[src/rtl/load_store_unit.sv]
// Memory-stage load/store unit: one req/gnt/rvalid data-bus transaction per access,
// with load formatting and a response watchdog.
`timescale 1ns/1ps
module load_store_unit #(
  parameter int TIMEOUT_CYCLES = 255
) (
  input  logic        clk,
  input  logic        rst,
  input  logic [31:0] ALUResultM,
  input  logic [31:0] WriteDataM,
  input  logic [2:0]  funct3M,
  input  logic        MemReadM,
  input  logic        MemWriteM,
  input  logic        StallExt,
  output logic        dmem_req,
  output logic        dmem_we,
  output logic [31:0] dmem_addr,
  output logic [3:0]  dmem_be,
  output logic [31:0] dmem_wdata,
  input  logic        dmem_gnt,
  input  logic        dmem_rvalid,
  input  logic [31:0] dmem_rdata,
  output logic [31:0] rdata,
  output logic        StallM,
  output logic        lsu_exc
);
  typedef enum logic [1:0] {S_IDLE, S_REQ, S_RESP, S_DONE} state_t;
  localparam logic [7:0] TMO = 8'(TIMEOUT_CYCLES);

  state_t      r_state, w_next;
  logic [7:0]  r_timer;
  logic [1:0]  r_off;
  logic [2:0]  r_f3;
  logic        w_access, w_bad, w_go, w_tmo;
  logic [3:0]  w_be;
  logic [31:0] w_wdata, w_shift, w_ldata;

  assign w_access = MemReadM | MemWriteM;

  always_comb begin
    w_bad = 1'b0;
    if (MemReadM && MemWriteM)                                       w_bad = 1'b1;
    if (funct3M == 3'b011 || funct3M == 3'b110 || funct3M == 3'b111) w_bad = 1'b1;
    if (MemWriteM && funct3M[2])                                     w_bad = 1'b1;
    if (funct3M[1:0] == 2'b01 && ALUResultM[0])                      w_bad = 1'b1;
    if (funct3M[1:0] == 2'b10 && ALUResultM[1:0] != 2'b00)           w_bad = 1'b1;
  end

  assign w_go  = (r_state == S_IDLE) && w_access && !w_bad;
  assign w_tmo = (r_state == S_RESP) && !dmem_rvalid && (TIMEOUT_CYCLES != 0) && (r_timer == TMO);

  // Lane placement of store bytes; loads reuse the same enables.
  always_comb begin
    case (funct3M[1:0])
      2'b00:   begin w_be = 4'b0001 << ALUResultM[1:0]; w_wdata = {4{WriteDataM[7:0]}};  end
      2'b01:   begin w_be = 4'b0011 << ALUResultM[1:0]; w_wdata = {2{WriteDataM[15:0]}}; end
      default: begin w_be = 4'b1111;                    w_wdata = WriteDataM;            end
    endcase
  end

  assign w_shift = dmem_rdata >> {r_off, 3'b000};
  always_comb begin
    case (r_f3)
      3'b000:  w_ldata = {{24{w_shift[7]}},  w_shift[7:0]};
      3'b001:  w_ldata = {{16{w_shift[15]}}, w_shift[15:0]};
      3'b100:  w_ldata = {24'h0, w_shift[7:0]};
      3'b101:  w_ldata = {16'h0, w_shift[15:0]};
      default: w_ldata = w_shift;
    endcase
  end

  always_ff @(posedge clk) begin
    if (rst) r_state <= S_IDLE;
    else     r_state <= w_next;
  end

  always_comb begin
    w_next = r_state;
    case (r_state)
      S_IDLE: if (w_go)                  w_next = S_REQ;
      S_REQ:  if (dmem_gnt)              w_next = S_RESP;
      S_RESP: if (dmem_rvalid || w_tmo)  w_next = S_DONE;
      S_DONE: if (!StallExt)             w_next = S_IDLE;
      default:                           w_next = S_IDLE;
    endcase
  end

  always_comb begin
    StallM  = w_access && !w_bad && (r_state != S_DONE);
    lsu_exc = ((r_state == S_IDLE) && w_access && w_bad) || w_tmo;
  end

  // Bus outputs are latched at issue so later EX/MEM changes cannot disturb them.
  always_ff @(posedge clk) begin
    if (rst) begin
      dmem_req   <= 1'b0;
      dmem_we    <= 1'b0;
      dmem_addr  <= '0;
      dmem_be    <= '0;
      dmem_wdata <= '0;
      rdata      <= '0;
      r_timer    <= '0;
      r_off      <= '0;
      r_f3       <= '0;
    end else begin
      case (r_state)
        S_IDLE: if (w_go) begin
          dmem_req   <= 1'b1;
          dmem_we    <= MemWriteM;
          dmem_addr  <= {ALUResultM[31:2], 2'b00};
          dmem_be    <= w_be;
          dmem_wdata <= w_wdata;
          r_off      <= ALUResultM[1:0];
          r_f3       <= funct3M;
        end
        S_REQ: if (dmem_gnt) begin
          dmem_req <= 1'b0;
          r_timer  <= '0;
        end
        S_RESP: begin
          if (dmem_rvalid) begin
            if (!dmem_we) rdata <= w_ldata;
          end else if (!w_tmo) begin
            r_timer <= r_timer + 8'd1;
          end
        end
        default: ;
      endcase
    end
  end
endmodule
[config.mk]
export PLATFORM = sky130hd
export DESIGN_NAME = load_store_unit
export DESIGN_NICKNAME = d
export VERILOG_FILES = /design/src/rtl/load_store_unit.sv
export SDC_FILE = /design/constraint.sdc
export NUM_CORES = 1
export LEC_CHECK = 0
export ABC_AREA = 1
export CORE_ASPECT_RATIO = 0.5
export CORE_MARGIN = 2
export CORE_UTILIZATION = 45
export CTS_CLUSTER_DIAMETER = 40
export DETAILED_ROUTE_END_ITERATION = 10
export PLACE_DENSITY = 0.81
export SYNTH_ARGS = -nofsm -noshare
export SYNTH_HDL_FRONTEND = slang
export SYNTH_SLANG_ARGS = --single-unit
[constraint.sdc]
create_clock -name clk -period 2 [get_ports clk]
set_input_delay 0.4 -clock clk [delete_from_list [all_inputs] [get_ports clk]]
set_output_delay 0.4 -clock clk [all_outputs]
set_load 0.05 [all_outputs]
# == Word-level counts from Yosys, hierarchy flattened ==
# Cells that the tools add are included.
# totals
reg_bits,115
latchBits,0
ram_bits,0
romBits,0
in_bits,106
output_inout_bits,104
word_cells,83
mem_count,0
# classes
add_sub_neg,1
n_mul,0
n_div,0
magnitude_cmp,0
n_eq_ne,19
shift,3
muxes,20
bitwise,2
reduce_logical,28
# op_table
cell,n
32-bit case mux with 4 select lines,1
32-bit case mux with 2 select lines,1
32-bit by 5-bit right shift with 32-bit output,1
8-bit 2-to-1 mux,3
8-bit case mux with 2 select lines,1
3-bit == test (second input constant),4
2-bit != test (second input constant),6
1-bit logical AND,11
8-bit by 1-bit adder with 8-bit output (second input constant),1
8-bit == test (second input constant),1
2-bit 2-to-1 mux,4
2-bit case mux with 4 select lines,1
4-bit case mux with 2 select lines,1
4-bit AND reduction,2
1-bit 2-to-1 mux,7
2-bit == test (second input constant),3
3-bit AND reduction,2
2-bit nonzero test,3
2-bit by 1-bit == test with 1-bit output (second input constant),2
2-bit logical NOT,2
1-bit logical OR,4
1-bit by 2-bit << shifter with 4-bit output (first input constant),1
2-bit by 2-bit << shifter with 4-bit output (first input constant),1
3-bit by 1-bit == test with 1-bit output (second input constant),1
8 further kinds,9

# == Depth between registers and ports, before layout ==
# Gate-level depths: netlist (run 1).
# logic_depth
word_depth,11
mapped_depth,11
mapped_depth_nobuf,11

# == Worst setup path after synthesis (run 1) ==
# OpenSTA, ideal clock, no wires.
# synth_path
path_kind,input-to-output
start,input port ALUResultM[1]
end,output port StallM
arrival_ps,2127
required_time_ps,1600
path_slack_ps,-527
path_stages,6
n_path_buf,1
path_cell_list,nor2_1 -> nand2_1 -> nand2_1 -> clkbuf_1 -> nand2_1 -> nor3_1
# synth_between
elab_chain_len,6
# synth_lines
element,line,text
"start, declared",9,"input logic [31:0] ALUResultM,"
2-bit nonzero test,46,if (funct3M[1:0] == 2'b10 && ALUResultM[1:0] != 2'b00) w_bad = 1'b1;
1-bit logical AND,46,
1-bit 2-to-1 mux,46,
1-bit logical NOT,89,StallM = w_access && !w_bad && (r_state != S_DONE);
1-bit logical AND (2 in series),89,
"end, declared",24,"output logic StallM,"
# Every way passes these cells.

# == Final worst setup path (run 1) ==
# layout_path
start,register r_state[0]
end,output port lsu_exc
# layout_between
elab_chain_len,4
word_cells_on_any_way,7
classes_between,eq/ne (1); reduce/logical (6)
# layout_lines
element,line,text
"start, declared",30,"state_t r_state, w_next;"
"start signal, assigned",74,else r_state <= w_next;
2-bit == test or 2-bit logical NOT (tied branches),"50, 90",
1-bit logical AND (on tied branches) (2 in series),"50, 90",
1-bit logical OR *,90,lsu_exc = ((r_state == S_IDLE) && w_access && w_bad) || w_tmo;
"end, declared",25,output logic lsu_exc
# Every way passes the cells marked *; elsewhere a longest branch is shown, timed or not.

==> out/summary.json, run 1 <==
{
  "cap_viol_max_count": 0,
  "fp.dieW_um": 162,
  "grt_max_degree": 48,
  "cts-buffers-inserted": 17,
  "power.ir.vdd_worst_uv": 563,
  "cts.path.max_buffers": 2,
  "worst-slew-pin-transition_ns": 0.680,
  "place_congestion": 0.921,
  "netSwitchingFraction": 0.380,
  "synth_sequential_area_ratio": 0.410,
  "clk_pin_slew_worst_setup_hold_paths_ns": 0.05,
  "fin_setup_tns_ns": -0.0434,
  "post-synth-top-area-cell": "dfxtp_1",
  "htree_num_levels": 4,
  "drt-pass1-iter-count": 5,
  "clock_power_share": 0.325,
  "synth.avg_cell_area_um2": 6.79,
  "synth_top_cells_by_area": "dfxtp_1, nand2_1, o21ai_0, a21oi_1, inv_1",
  "post_route_cells_drive_above_1_share": 0.113,
  "die_extent_in_y_um": 83.0,
  "seqCellArea_um2": 2310,
  "cts-root-buf": "clkbuf_16",
  "holdCritPathClass": "reg -> reg",
  "critical-path-max-stage-delay_ns": 0.36,
  "r2r_end": "dmem_addr[5]",
  "worstPathCellList": "inv_4 > ha_4 > nand2_1 > nor2_1 > nand2_2 > nand2_1 > buf_6",
  "skew_ns": 0.00566,
  "highest_layer": "met4",
  "mostFrequentLayoutCell": "clkdlybuf4s50_1",
  "fin_nets": 1172,
  "timing.fmax_mhz": 489,
  "unrepaired_setup_endpoints_after_global_routing": "yes",
  "critical_path_arrival_ns": 1.64,
  "seq_power_share": 0.280,
  "fp.dieArea_um2": 13400,
  "placement.setup.worst_slack_ns": -0.287,
  "numPortBuffers": 207,
  "multi_input_logic_area_um2": 2700,
  "area_growth_syn_to_layout_pct": 58.7,
  "timing.setup.critical_path_class": "reg -> out",
  "hold_path.startpoint": "dmem_addr[8]",
  "highest_fanout_seen_on_the_critical_path": 5,
  "cts_tree": "done",
  "residual_drc_count": 0,
  "detailed_route_iter0_violations": 500,
  "end_kind": "output port",
  "gr-usage-all-layers": 0.289,
  "critical_path.reg2reg.startpoint": "r_state[0]",
  "first_global_vias": 6432,
  "period_minus_slack_ns": 2.04,
  "cpMostUsedCell": "nand2_1",
  "route.detailed.wl_per_inst_um": 15.9,
  "grt.overflow.total": 0,
  "hold-worst-slack_ns": 0.446,
  "via_per_inst": 5.26,
  "synth.distinct_cells": 35,
  "start_util": 0.469,
  "fillers": 876,
  "dp_hpwl_mm": 13.1,
  "netlist.area_leader.share": 0.410,
  "holdPathStages": 2,
  "power_leakage_nw": 4.26,
  "run_status": "finished, violations left",
  "clock_sink_count": 115,
  "clock_latency_ns": 0.41,
  "wl_met2_mm": 9.54,
  "power_report.internal_total_w": 0.00631,
  "p_per_area_nw_per_um2": 1140,
  "worst_min_delay_path_endpoint": "dmem_addr[8]",
  "ff2ff_path_depth": 10,
  "final_hold_violating_endpoints": 0,
  "slew-limit-headroom": 0.545,
  "core_area_um2": 12000,
  "initial_antenna_violation_count": 1,
  "post_synth_instance_area_um2": 5620,
  "post_cts_hold_buffer_count": 0,
  "antenna_left": 0,
  "part_of_the_cycle_the_worst_path_needs": 1.02,
  "postSynthCellCount": 827,
  "routedLengthMet1_mm": 7.97,
  "grt_pass1_wl_mm": 31.4,
  "design.portCount": 210,
  "total_switching_power_w": 0.00387,
  "worstSetupStartpointType": "flip-flop",
  "finalWorstSetupSlack_ns": -0.0434,
  "wl_met3_mm": 1.46,
  "final_util": 0.744,
  "yosys_register_bits": 115,
  "most_used_cells_in_the_layout_excluding_fill_and_tap_cells": "clkdlybuf4s50_1, nand2_1, dfxtp_1",
  "power.share.combinational": 0.394,
  "violations_in_the_final_reports": "setup timing",
  "slowest_stage_cell_cp": "dfxtp_4",
  "slew_viol_final": 0,
  "synth.yosys.warnings": 0,
  "r2r_setup_slack_ns": 0.02,
  "row_count": 28,
  "report.final.setup_viol": 1,
  "totalWireLength_mm": 19.7,
  "detailroute.via_count": 6516,
  "worst_ep_required_time_ns": 1.60
}
critical path: cells and delay by family, from the launching register on:
kind	cells	cell delay (ns)
buf+inv	2	0.24
fa+ha+maj	1	0.16
flops	1	0.36
simple gates	4	0.47
layer usage:
layer  vias to the layer above  GRT usage
met1                      2976      0.343
li1                       3158          -
met5                         -          0
met3                        66     0.0724
met2                       316      0.500
met4                         0      0.118
cell type report:
| cell class | count | share of cell area |
|---|---|---|
| Multi-Input combinational cell | 548 | 0.303 |
| Timing Repair Buffer | 267 | 0.296 |
| Sequential cell | 115 | 0.259 |
| Clock buffer | 22 | 0.0510 |
| Inverter | 111 | 0.0473 |
| Tap cell | 165 | 0.0232 |
| Clock inverter | 10 | 0.0202 |
| Antenna cell | 1 | 0.000281 |
cell families (layout without fill, tap and decap cells):
group           count (synthesis)  count (layout)  share of synthesized area
simple gates                  312             312                      0.238
flops                         115             115                      0.410
other cells                     1               3                   0.000668
buf+inv                       165             410                      0.120
compound gates                226             226                      0.214
xor+xnor                        2               2                    0.00312
fa+ha+maj                       6               6                     0.0134
flip-flops by register name (all words and copies together), names as in the netlist:
signal	cells
dmem_addr	30
rdata	32
r_off	2
r_f3	3
dmem_we	1
r_state	2
dmem_wdata	32
dmem_req	1
dmem_be	4
r_timer	8
Yosys cell counts (all sizes together):
library cell / count
o31ai: 7
xor2: 2
a21oi: 95
inv: 111
a21o: 7
nand3: 37
nand2: 164
o211ai: 9
nor2: 79
o21a: 1
o21bai: 1
nor3: 3
nand4: 21
a31oi: 7
nor3b: 1
conb: 1
o21ai: 99
dfxtp: 115
clkbuf: 27
or2: 6
nand3b: 1
buf: 27
ha: 6
per-stage QoR:
step                      cells  power, W  cell area (um2)
after floorplan             828   0.00530             5630
after global placement     1196   0.00660             8080
after detailed placement   1196   0.00667             8080
after CTS                  1236    0.0101             8800
after global routing       1239    0.0106             8910
final                      1239    0.0102             8910
power groups by stage:
stage                     combinational, W  sequential [W]  clock [W]
after detailed placement           0.00381         0.00287          0
after global routing               0.00431         0.00289    0.00343
after global placement             0.00374         0.00286          0
after CTS                          0.00389         0.00284    0.00332
after floorplan                    0.00144         0.00386          0
final                              0.00401         0.00285    0.00331
repair_timing:
action | CTS | global route
pin swaps | 3 | 6
setup endpoints to repair | 7 | 30
resized for setup | 26 | 35
setup buffers | 8 | 2
hold endpoints to repair | 0 | 0
worst max-delay path by stage:
stage / end / slack [ns] / cells past startpoint / startpoint
after global placement: dmem_wdata[27] / -0.20 / 8 / funct3M[0]
after CTS: StallM / 0.003 / 7 / ALUResultM[1]
final: lsu_exc / -0.04 / 7 / r_state[0]
after global routing: lsu_exc / -0.1 / 7 / r_state[0]
after floorplan: lsu_exc / 0.05 / 7 / r_state[0]
after detailed placement: dmem_wdata[26] / -0.29 / 8 / funct3M[0]
Power figures use the tool's default switching activity.
==> run 2, diff against run 1 <==
--- a/config.mk
+++ b/config.mk
@@ -7,7 +7,6 @@
 export LEC_CHECK = 0
 export ABC_AREA = 1
 export CORE_ASPECT_RATIO = 0.5
-export CORE_MARGIN = 2
 export CORE_UTILIZATION = 45
 export CTS_CLUSTER_DIAMETER = 40
 export DETAILED_ROUTE_END_ITERATION = 10
==> out/summary.json, run 2 (synthesis gave the netlist of run 1 again) <==
{
  "run_status": "complete, no violations",
  "core_area_um2": 12000,
  "clk_pin_slew_worst_setup_hold_paths_ns": 0.05,
  "cap_viol_max_count": 0,
  "seq_power_share": 0.299,
  "worst_ep_required_time_ns": 1.60,
  "skew_ns": 0.00600,
  "unrepaired_setup_endpoints_after_global_routing": "yes",
  "part_of_the_cycle_the_worst_path_needs": 0.989,
  "slew_viol_final": 0,
  "final_hold_violating_endpoints": 0,
  "gr-usage-all-layers": 0.279,
  "power.share.combinational": 0.407,
  "die_extent_in_y_um": 81.0,
  "grt_max_degree": 57,
  "end_kind": "output port",
  "power_report.internal_total_w": 0.00584,
  "highest_fanout_seen_on_the_critical_path": 2,
  "cts.path.max_buffers": 2,
  "period_minus_slack_ns": 1.98,
  "fp.dieArea_um2": 13000,
  "post_route_cells_drive_above_1_share": 0.101,
  "antenna_left": 0,
  "timing.fmax_mhz": 506,
  "totalWireLength_mm": 17.9,
  "clock_latency_ns": 0.40,
  "design.portCount": 210,
  "detailroute.via_count": 6444,
  "holdCritPathClass": "reg -> reg",
  "report.final.setup_viol": 0,
  "slowest_stage_cell_cp": "clkdlybuf4s50_1",
  "hold-worst-slack_ns": 0.441,
  "clock_sink_count": 115,
  "first_global_vias": 5996,
  "detailed_route_iter0_violations": 538,
  "grt_pass1_wl_mm": 28.6,
  "mostFrequentLayoutCell": "clkdlybuf4s50_1",
  "dp_hpwl_mm": 12.6,
  "worstSetupStartpointType": "flip-flop",
  "biggestRegsByFlops": "dmem_wdata x32, rdata x32, dmem_addr x30",
  "place_inst": 1190,
  "power.ir.vdd_worst_uv": 503,
  "power_leakage_nw": 4.13,
  "timing.critical_path.max_delay_family": "buffers and inverters",
  "p_per_area_nw_per_um2": 1090,
  "netSwitchingFraction": 0.388,
  "via_per_inst": 5.25,
  "fin_nets": 1163,
  "seqCellArea_um2": 2310,
  "slew-limit-headroom": 0.632,
  "start_util": 0.469,
  "initial_antenna_violation_count": 1,
  "totalPowerFinal_w": 0.00954,
  "critical-path-max-stage-delay_ns": 0.84,
  "post_cts_hold_buffer_count": 0,
  "most_used_cells_in_the_layout_excluding_fill_and_tap_cells": "clkdlybuf4s50_1, nand2_1, dfxtp_1",
  "residual_drc_count": 0,
  "grt.overflow.total": 0,
  "fp.dieW_um": 160,
  "fillers": 902,
  "worst-slew-pin-transition_ns": 0.551,
  "cts-buffers-inserted": 17,
  "worstPathBufferInverterCount": 1,
  "row_count": 28,
  "final_util": 0.729,
  "area_growth_syn_to_layout_pct": 55.5,
  "htree_num_levels": 4,
  "critical_path_arrival_ns": 1.58,
  "cts_tree": "done",
  "numPortBuffers": 207,
  "multi_input_logic_area_um2": 2700,
  "route.detailed.wl_per_inst_um": 14.6,
  "total_switching_power_w": 0.00371,
  "drt-pass1-iter-count": 6,
  "clock_power_share": 0.295,
  "place_congestion": 0.902,
  "cts-root-buf": "clkbuf_16",
  "timing.setup.critical_path_class": "reg -> out",
  "stdcell_count": 1227,
  "worstPathCellList": "clkdlybuf4s50_1"
}
-- run 2: cell count changes in the layout (fill, tap and decap cells not counted), sizes merged, moves of 3 or more --
cell and delta:
buf -12, bufinv -4, clkdlybuf4s50 +7, dlygate4sd2 -3
-- run 2: tightest hold or removal path, stage by stage (launching register included) --
cell,delay (ns)
dfxtp_1,0.30
inv_1,0.04
a21oi_1,0.05
-- run 2: final cells by class --
class | instances | share of cell area
Clock inverter | 6 | 0.00631
Antenna cell | 1 | 0.000287
Sequential cell | 115 | 0.265
Timing Repair Buffer | 258 | 0.292
Multi-Input combinational cell | 548 | 0.309
Inverter | 111 | 0.0483
Tap cell | 165 | 0.0236
Clock buffer | 23 | 0.0559
-- run 2: worst paths after layout --
kind,start,endpoint,slack (ns),cells past startpoint
max,dmem_be[1],dmem_be[1],0.02,1
min,dmem_wdata[11],dmem_wdata[11],0.44,2
max reg2reg,r_state[0],r_timer[2],0.12,10
min reg2reg,dmem_wdata[11],dmem_wdata[11],0.44,2
-- run 2: stage by stage --
stage / area, um2 / setup slack (ns) / setup TNS (ns)
6_report: 8730 / 0.0226 / 0
5_1_grt: 8730 / -0.0374 / -0.0976
4_1_cts: 8610 / 0.000302 / 0
3_5_place_dp: 8020 / -0.217 / -9.72
3_3_place_gp: 8020 / -0.131 / -5.46
2_1_floorplan: 5630 / 0.0458 / 0
-- run 2: power groups by stage --
| stage | Sequential [W] | Clock (W) | Combinational, W |
|---|---|---|---|
| after global placement | 0.00286 | 0 | 0.00366 |
| after CTS | 0.00284 | 0.00283 | 0.00377 |
| after global routing | 0.00288 | 0.00294 | 0.00419 |
| after detailed placement | 0.00287 | 0 | 0.00372 |
| final | 0.00285 | 0.00281 | 0.00388 |
| after floorplan | 0.00386 | 0 | 0.00144 |
-- run 2: layer usage --
layer,global-route usage,share of wire,up-vias
li1,-,-,3136
met1,0.343,0.42,2936
met2,0.476,0.48,316
met3,0.0511,0.070,56
met4,0.148,0.033,0
met5,0,0,-
-- run 2: timing repair --
action / 4_1_cts / 5_1_grt
gates resized for setup: 19 / 36
setup buffers: 5 / 2
pin swaps: 5 / 3
endpoints found under the setup margin: 9 / 24
